File: config.mk
export PLATFORM = sky130hd
export DESIGN_NAME = lane_request_encoder
export DESIGN_NICKNAME = d
export VERILOG_FILES = /design/src/rtl/lane_request_encoder.sv
export SDC_FILE = /design/constraint.sdc
export NUM_CORES = 1
export LEC_CHECK = 0
export ABC_AREA = 1
export CORE_MARGIN = 2
export CORE_UTILIZATION = 50
export DETAILED_ROUTE_END_ITERATION = 7
export GPL_TIMING_DRIVEN = 0
export PLACE_DENSITY = 0.76
export SLEW_MARGIN = 20
export SYNTH_ARGS = -nofsm -noshare
export SYNTH_HDL_FRONTEND = slang
export SYNTH_SLANG_ARGS = --single-unit
File: constraint.sdc
create_clock -name clk -period 5.15 [get_ports clk]
set_clock_uncertainty 0.15 [all_clocks]
set_input_delay 1.03 -clock clk [delete_from_list [all_inputs] [get_ports clk]]
set_output_delay 1.03 -clock clk [all_outputs]
set_load 0.05 [all_outputs]
File: src/rtl/lane_request_encoder.sv
// lane_request_encoder: latch per-lane request pulses and offer one lane index at a time on a valid/ready handshake
module lane_request_encoder #(
  parameter bit ROUND_ROBIN = 1'b1,
  parameter int MIN_GAP     = 0
) (
  input  logic       clk,
  input  logic       rst,
  input  logic [3:0] req_in,
  input  logic       code_ready,
  output logic       code_valid,
  output logic       code_bit_0,
  output logic       code_bit_1,
  output logic [3:0] pending,
  output logic       req_merged
);
  if (MIN_GAP < 0 || MIN_GAP > 15) begin : g_bad_gap
    $error("MIN_GAP must be in 0..15");
  end
  typedef enum logic [1:0] {IDLE, OFFER, GAP} state_t;
  state_t     state_q, state_d;
  logic [1:0] code_q, code_d, ptr_q, ptr_d, start, sel, idx;
  logic [3:0] pending_q, pending_d, gap_q, gap_d, cand;
  logic       merged_q, merged_d, accept, found, load;
  always_comb begin
    accept    = (state_q == OFFER) & code_ready;
    // a request arriving on the lane being accepted is a fresh entry, so only the old entry is cleared
    cand      = (pending_q & ~(accept ? 4'b0001 << code_q : 4'b0000)) | req_in;
    ptr_d     = accept ? code_q + 2'd1 : ptr_q;
    start     = ROUND_ROBIN ? ptr_d : 2'd0;
    sel       = 2'd0;
    found     = 1'b0;
    idx       = 2'd0;
    for (int k = 3; k >= 0; k--) begin
      idx = start + 2'(k);
      if (cand[idx]) begin
        sel   = idx;
        found = 1'b1;
      end
    end
    // the last gap cycle already behaves as idle so exactly MIN_GAP cycles have valid low
    load      = found & ((state_q == IDLE) | ((state_q == GAP) & (gap_q <= 4'd1)) | (accept & (MIN_GAP == 0)));
    gap_d     = accept ? 4'(MIN_GAP) : ((state_q == GAP) && (gap_q != 4'd0)) ? gap_q - 4'd1 : gap_q;
    state_d   = load ? OFFER : accept ? ((MIN_GAP > 0) ? GAP : IDLE) :
                ((state_q == GAP) && (gap_q <= 4'd1)) ? IDLE : state_q;
    code_d    = load ? sel : code_q;
    pending_d = cand & ~(load ? 4'b0001 << sel : 4'b0000);
    merged_d  = |(req_in & pending_q);
  end
  always_ff @(posedge clk or posedge rst) begin
    if (rst) begin
      state_q   <= IDLE;
      code_q    <= 2'd0;
      ptr_q     <= 2'd0;
      gap_q     <= 4'd0;
      pending_q <= 4'd0;
      merged_q  <= 1'b0;
    end else begin
      state_q   <= state_d;
      code_q    <= code_d;
      ptr_q     <= ptr_d;
      gap_q     <= gap_d;
      pending_q <= pending_d;
      merged_q  <= merged_d;
    end
  end
  assign code_valid = (state_q == OFFER);
  assign code_bit_0 = code_q[1];
  assign code_bit_1 = code_q[0];
  assign pending    = pending_q;
  assign req_merged = merged_q;
endmodule

# Word level (Yosys, flattened, before mapping)
# Index checks and enable logic that the tools add are counted.
# word_totals
ff_bits,15
inputBits,7
wordCells,62
# classes
n_addsub,5
n_lt_le_gt_ge,5
n_eq_ne,2
shift,2
n_mux,24
bitwise_logic,11
reduce_logical,7
# ops
op,count
$mux W2,8
$mux W4,4
$and A4 B4 Y4,3
$lt A2 B3 Y1 const B,4
$bmux W1 S2,4
$mux W1,8
$not A4 Y4,2
$shl A1 B2 Y4 const A,2
$add A2 B1 Y2 const B,2
$add A2 B2 Y2 const B,2
$le A4 B1 Y1 const B,1
$or A4 B4 Y4,1
$reduce_bool A4 Y1,1
$reduce_or A4 Y1,1
$sub A4 B1 Y4 const B,1
$and A1 B1 Y1,3
$reduce_bool A3 Y1,1
$eq A2 B1 Y1 const B,1
$eq A2 B2 Y1 const B,1
$logic_and A1 B1 Y1,2
$logic_not A2 Y1,1
$or A1 B1 Y1,2
$reduce_bool A2 Y1,1

# Depth between registers and ports, before layout
# Gate-level depths: netlist of run 1.
# depth
depth_word,16
ltp_mapped,17
depth_no_buf,17

# Least setup slack after synthesis of run 1
# OpenSTA, ideal clock, no wires.
# synth_path
path_type,input to register
start,input code_ready
end,register pending_q[3] (netlist: pending[3])
t_arrival_ps,2147
required_ps,4887
slack_ps,2740
stages,15
n_path_buf,1
cell_sequence,buf_4 > nand2_4 > nand2_1 > nand2_2 > nand3_1 > nand2_1 > nor2_2 > nor2_4 > nand2_1 > nand2_1 > nand2_1 > nand2_1 > nand3_1 > nand2_1 > inv_1
# synth_via
elab_chain_cells,15
word_cells_on_any_way,31
# synth_lines
element,line_no,text
start: declaration,9,"input logic code_ready,"
$and A1 B1 Y1 *,25,accept = (state_q == OFFER) & code_ready;
branches (longest 13 deep; another with $add A2 B2 Y2),-,
$and A4 B4 Y4 *,46,pending_d = cand & ~(load ? 4'b0001 << sel : 4'b0000);
via pending_d[3],22,"logic [3:0] pending_q, pending_d, gap_q, gap_d, cand;"
end signal: assignment,62,pending_q <= pending_d;
end: declaration,22,
# Mark *: on every way through the listed nets, which the timed path passes. The select of a mux whose other input is x is not followed.
# A chain may end at the register's enable or synchronous reset.

# Worst setup path in the final report of run 1
# layout_path
start,register code_q[0]
end,output code_bit_1
# layout_rtl
element,line_no,text
start: declaration,21,"logic [1:0] code_q, code_d, ptr_q, ptr_d, start, sel, idx;"
start signal: assignment,59,code_q <= code_d;
end: declaration,12,"output logic code_bit_1,"
# No word-level cell between the ends.

==> results by group, run 1 <==
Global route
  – GRT overflow: 0
  – GRT Util Overall: between 20% and 30%
  – Vias in the first global route: 786
  – Global-route wire length before repair: approximately 3300 um
  – Initial antenna violation count: 0
  – Largest net degree at the start of global routing: 11

Floorplanning
  – Io pins: 15
  – Die width: roughly 46 um
  – Core ar.: ~0.0017 mm2
  – Row count: 15
  – Initial Utilization: 51.48%
  – Die ar.: 0.002089 mm2
  – Die height: around 46 um

Logic synthesis
  – Compound-Gate Fraction of Synth Area: ~2.6%
  – Synth cell types: 18
  – Top post-synthesis cells by area: dfrtp_1 (29%), nand2_1 (21%), nand3_1 (9.8%)
  – Multiplexer share of the synthesized area: 0%
  – Post-synthesis adder-cell area fraction: 5.755%
  – Syn Nets: 142
  – Share of the synthesized area in the top cell type: 28.78%
  – Main combinational cell family by area after synthesis: simple AND/OR/NAND/NOR gates
  – Post-Synthesis Cells: 131
  – Post-Synth Simple-Gate Area: 52.95%
  – Part of the Yosys area used for sequential elements: 28.78%
  – Syn avg cell area: 6.638 um2
  – Synthesis-stage register bit count: 10
  – XOR/XNOR share of the synthesized area: 0%
  – Area leader, netlist: dfrtp_1
  – Post-Syn Area: 869.6 um2
  – Synth warnings: 0

Detailed routing
  – Wire per inst: 12.13 um
  – Post-route ant nets: 0
  – WL met2: 1032 um
  – Via Count: 876
  – Via/cell ratio: 5.309
  – DR WL met3: about 95 um
  – Wl on met1: 873 um
  – Uppermost layer routed: met3
  – DRC viols: 0
  – DRC marker count from the first detailed-route iteration: 25
  – Post-Route WL: 2001 um
  – Pre-Repair DR Iteration Count: 5

Run status
  – Status: completed

CTS
  – Resized cells post-CTS: 0
  – H-tree Lvls: 1
  – Clock tree buffer depth: 2
  – Hold_buf cts: 0
  – Num CTS Buffers: 3
  – TritonCTS clock tree: yes
  – CTS Root Cell: clkbuf_4
  – Clock Latency Late Sink: 0.27 ns
  – Clock transition at path regs: around 0.070 ns
  – # clock sinks: 10
  – Post-CTS Setup Repair Bufs: 0

Cells and area
  – Commonest non-fill, non-tap cell in the layout: nand2_1
  – Share of cells above drive strength 1: 18.24%
  – Area delta synth->final: 21.58%
  – Fill cell count: 168
  – # diodes: 0
  – Final net count: 160
  – Register area: 250.2 um2
  – Most frequent cells in the layout: nand2_1 (49), nand3_1 (17), inv_1 (15), clkdlybuf4s50_1 (13), dfrtp_1 (10)
  – Area of the multi-input gates: 533.0 um2

Worst setup path
  – Worst path bufs/invs: 1
  – Crit-path cells: clkdlybuf4s50_1
  – Arrival time worst endpoint: 1.56 ns
  – Setup crit start: code_q[0]
  – Setup CP Type: register to output pin
  – Reg-to-reg slack, setup: between 2 and 3 ns
  – Crit path max-delay cell type: clkdlybuf4s50_1
  – Reg-to-reg endpoint: pending[1]
  – Worst path depth: 1
  – Startpoint Class: register
  – Critical R2R Launch: code_q[0]
  – Worst r2r path cells: 16
  – Crit path to: code_bit_1
  – Delay-heaviest family, CP: buffers and inverters
  – CP max FO: 6
  – Endpoint class of the critical path: output pin
  – CP peak stage delay: approximately 0.84 ns
  – WP data required: 3.97 ns

Timing
  – Slew Limit Fails: 0
  – Least-Margin Pin Slew: 0.5032 ns
  – Final Hold Fails: 0
  – RSZ-0062 raised after global routing: no
  – Max Clock Freq: about 370 MHz
  – Minimum clock period after layout: 2.735 ns
  – Worst slew margin: 66.35%
  – Endpoints failing setup: 0
  – Final setup TNS: 0 ns
  – Period utilisation layout: 53.11%

Placement
  – I/O Buffers: 13
  – Dpl hpwl: roughly 1600 um
  – Placer Congestion: 0.8156

Worst hold path
  – HP Class: register to register
  – Min-delay src: pending[1]

Job
  – Max-Cap Viols: 0
through the flow:
step / std cells / cell area [um2] / utilization (%) / hold slack [ns] / worst slack [ns]
after floorplan: 131 / 869.6 / - / 0.3515 / 2.740
after global placement: 161 / 1021 / 60.44 / 0.3737 / 2.422
after detailed placement: 161 / 1021 / 60.44 / 0.3734 / 2.389
after CTS: 165 / 1057 / 62.59 / 0.3907 / 2.402
after global routing: 165 / 1057 / 62.59 / 0.4221 / 2.365
final: 165 / 1057 / 62.59 / 0.3836 / 2.415
cells in the mapped netlist (all sizes together):
| cell | number |
|---|---|
| a21oi | 2 |
| nand2 | 58 |
| o21a | 1 |
| buf | 2 |
| dfrtp | 10 |
| o21ai | 1 |
| ha | 4 |
| nor2 | 11 |
| inv | 18 |
| nand3 | 23 |
| nand4 | 1 |
state kept, by name, indices dropped and copies added, names as in the netlist:
name        flops
req_merged      1
state_q         1
code_q          2
ptr_q           2
pending         4
tightest hold or removal path, delay by kind of cell (launching register included):
family,cells,cell delay (ns)
flip-flops,1,0.37
AND/OR/NAND/NOR,2,0.13
worst min-delay path by stage:
stage | to | slack, ns | depth (start not counted)
detailed placement | req_merged | 0.37 | 2
finish | req_merged | 0.38 | 2
floorplan | ptr_q[1] | 0.35 | 2
global placement | req_merged | 0.37 | 2
CTS | req_merged | 0.39 | 2
global route | req_merged | 0.42 | 2
layer usage:
metal  global-route usage [%]  vias to the layer above
li1                         -                      443
met5                        0                        -
met4                    5.714                        0
met1                    28.96                      410
met2                    37.46                       23
met3                    4.762                        0
logic make-up after synthesis:
family | Yosys count
compound gates | 4
fa+ha+maj | 4
buf+inv | 20
flops | 10
simple gates | 93
cell type report:
| cell class | instances | share of cell area (%) |
|---|---|---|
| multi-input cells | 101 | 50.41 |
| flip-flops and latches | 10 | 23.67 |
| repair buffers | 13 | 12.31 |
| inverters | 18 | 6.391 |
| clock buffers | 4 | 3.432 |
| well taps | 17 | 2.012 |
| plain buffers | 2 | 1.775 |
Power of run 1 is left out: the tool's default activity adds up to more than one toggle a clock period on the data nets, which glitch-free logic cannot reach.
==> run 2: changes to the inputs <==
--- a/config.mk
+++ b/config.mk
@@ -6,11 +6,12 @@
 export NUM_CORES = 1
 export LEC_CHECK = 0
 export ABC_AREA = 1
+export CORE_ASPECT_RATIO = 0.7
 export CORE_MARGIN = 2
-export CORE_UTILIZATION = 50
+export CORE_UTILIZATION = 46
 export DETAILED_ROUTE_END_ITERATION = 7
 export GPL_TIMING_DRIVEN = 0
-export PLACE_DENSITY = 0.76
+export PLACE_DENSITY = 0.74
 export SLEW_MARGIN = 20
 export SYNTH_ARGS = -nofsm -noshare
 export SYNTH_HDL_FRONTEND = slang
==> constraint.sdc (replaced) <==
create_clock -name clk -period 2.5 [get_ports clk]
set_clock_uncertainty 0.15 [all_clocks]
set_input_delay 0.5 -clock clk [delete_from_list [all_inputs] [get_ports clk]]
set_output_delay 0.5 -clock clk [all_outputs]
set_load 0.05 [all_outputs]
==> run 2 against run 1 <==
  * Critical path depth increased by 15
  * Via count decreased by 3.8%
  * Flip-flop and latch count did not move
  * Setup slack lost 2.2 ns
  * Largest cell class unchanged
  * Cell count increased by 3.0%
  * Non-clock buffer count stayed put
  * First-iteration DRC count shrank 12%
  * Highest routed layer unchanged
  * Critical endpoint is now pending[1]
==> results by group, run 2 (synthesized netlist as in run 1, its figures left out) <==
CTS
  – CTS Root Cell: clkbuf_4
  – # clock sinks: 10
  – Clock transition at path regs: 0.07 ns
  – Hold_buf cts: 0
  – Post-CTS Setup Repair Bufs: 0
  – H-tree Lvls: 1
  – Resized cells post-CTS: 0
  – Num CTS Buffers: 3
  – Clock Latency Late Sink: 0.26 ns
  – Clock tree buffer depth: 2
  – TritonCTS clock tree: yes

Detailed routing
  – Post-route ant nets: 0
  – DR WL met3: 111 um
  – Wl on met1: 943 um
  – Post-Route WL: around 1900 um
  – DRC viols: 0
  – Pre-Repair DR Iteration Count: 4
  – Uppermost layer routed: met3
  – Wire per inst: 11.41 um
  – WL met2: 885 um
  – DRC marker count from the first detailed-route iteration: 22
  – Via Count: ~840
  – Via/cell ratio: ~5

Worst setup path
  – Setup CP Type: register to register
  – Endpoint class of the critical path: register
  – Setup crit start: code_q[0]
  – WP data required: 2.52 ns
  – CP max FO: 6
  – Startpoint Class: register
  – Critical R2R Launch: code_q[0]
  – Arrival time worst endpoint: 2.27 ns

Timing
  – Max Clock Freq: ~440 MHz
  – Worst slew margin: about two thirds
  – Final setup TNS: 0 ns
  – Period utilisation layout: 90.26%
  – Slew Limit Fails: 0
  – RSZ-0062 raised after global routing: no
  – Least-Margin Pin Slew: 0.5004 ns
  – Endpoints failing setup: 0
  – Minimum clock period after layout: ~2.3 ns
  – Final Hold Fails: 0

Floorplanning
  – Io pins: 15
  – Die height: 40.38 um
  – Die width: 55.97 um
  – Core ar.: roughly 0.0018 mm2
  – Die ar.: 0.002260 mm2
  – Row count: 13
  – Initial Utilization: 47.73%

Global route
  – Global-route wire length before repair: approximately 3200 um
  – Initial antenna violation count: 0
  – Largest net degree at the start of global routing: 11
  – Vias in the first global route: 732
  – GRT Util Overall: about a fifth
  – GRT overflow: 0

Placement
  – Placer Congestion: around 0.86
  – I/O Buffers: 13
  – Placed Instance Area: 0.001027 mm2
  – Dpl hpwl: 1602 um

Worst hold path
  – HP Class: primary input to asynchronous set/reset pin

Cells and area
  – Max FFs per register: 4
  – Most frequent cells in the layout: nand2_1 (49), nand3_1 (17), inv_1 (15), clkdlybuf4s50_1 (13), dfrtp_1 (10)
  – Final net count: between 150 and 200
  – # diodes: 0
  – Share of cells above drive strength 1: 18.24%
  – Post-route cell area: approximately 0.0011 mm2
  – Area delta synth->final: 22.30%
  – Commonest non-fill, non-tap cell in the layout: nand2_1

Run status
  – Status: completed

Job
  – Max-Cap Viols: 0
## run 2: cell counts in the layout (fill, tap and decap cells not counted)
No cell type changed its count.
## run 2: metal layers
metal | vias up | GRT usage, %
li1 | 438 | -
met1 | 375 | 24.57
met2 | 30 | 35.00
met3 | 0 | 5.806
met4 | 0 | 0
met5 | - | 0
## run 2: path summary, 6_finish.rpt
kind	to	slack [ns]	depth (start not counted)
max in group asynchronous	ptr_q[1]	1.56	2
worst min register to register	req_merged	0.39	2
min in group clk	req_merged	0.39	2
worst min-delay path	code_q[0]	0.37	2
worst max-delay path	pending[1]	0.24	16
worst max register to register	pending[1]	0.24	16
## run 2: area by class of cell
cell class	count	area [um2]
repair buffers	13	130.1
inverters	18	67.56
clock buffers	4	36.28
well taps	22	27.53
multi-input cells	101	533.0
flip-flops and latches	10	250.2
plain buffers	2	18.77
fillers	187	758.2
## run 2: critical path: stages, from the launching register on
cell and delay [ns]:
dfrtp_1 0.45, inv_1 0.11, ha_1 0.30, inv_1 0.06, nand3_1 0.06, nand2_1 0.15
nand2_1 0.09, nand2_2 0.11, nor2_4 0.06, nor2_4 0.14, nand2_1 0.07, nand2_1 0.07
nand2_2 0.09, inv_2 0.07, nand3_1 0.06, nand2_1 0.06, inv_1 0.04
## run 2: per-stage QoR
| stage | instances | utilization (%) | setup slack, ns | hold WS [ns] |
|---|---|---|---|---|
| after floorplan | 131 | - | 0.1629 | 0.1902 |
| after global placement | 166 | 56.39 | 0.2953 | 0.3673 |
| after detailed placement | 166 | 56.39 | 0.2322 | 0.3772 |
| after CTS | 170 | 58.38 | 0.2301 | 0.3792 |
| after global routing | 170 | 58.38 | 0.04701 | 0.3948 |
| final | 170 | 58.38 | 0.2436 | 0.3687 |
Power of run 2 is left out for the same reason.
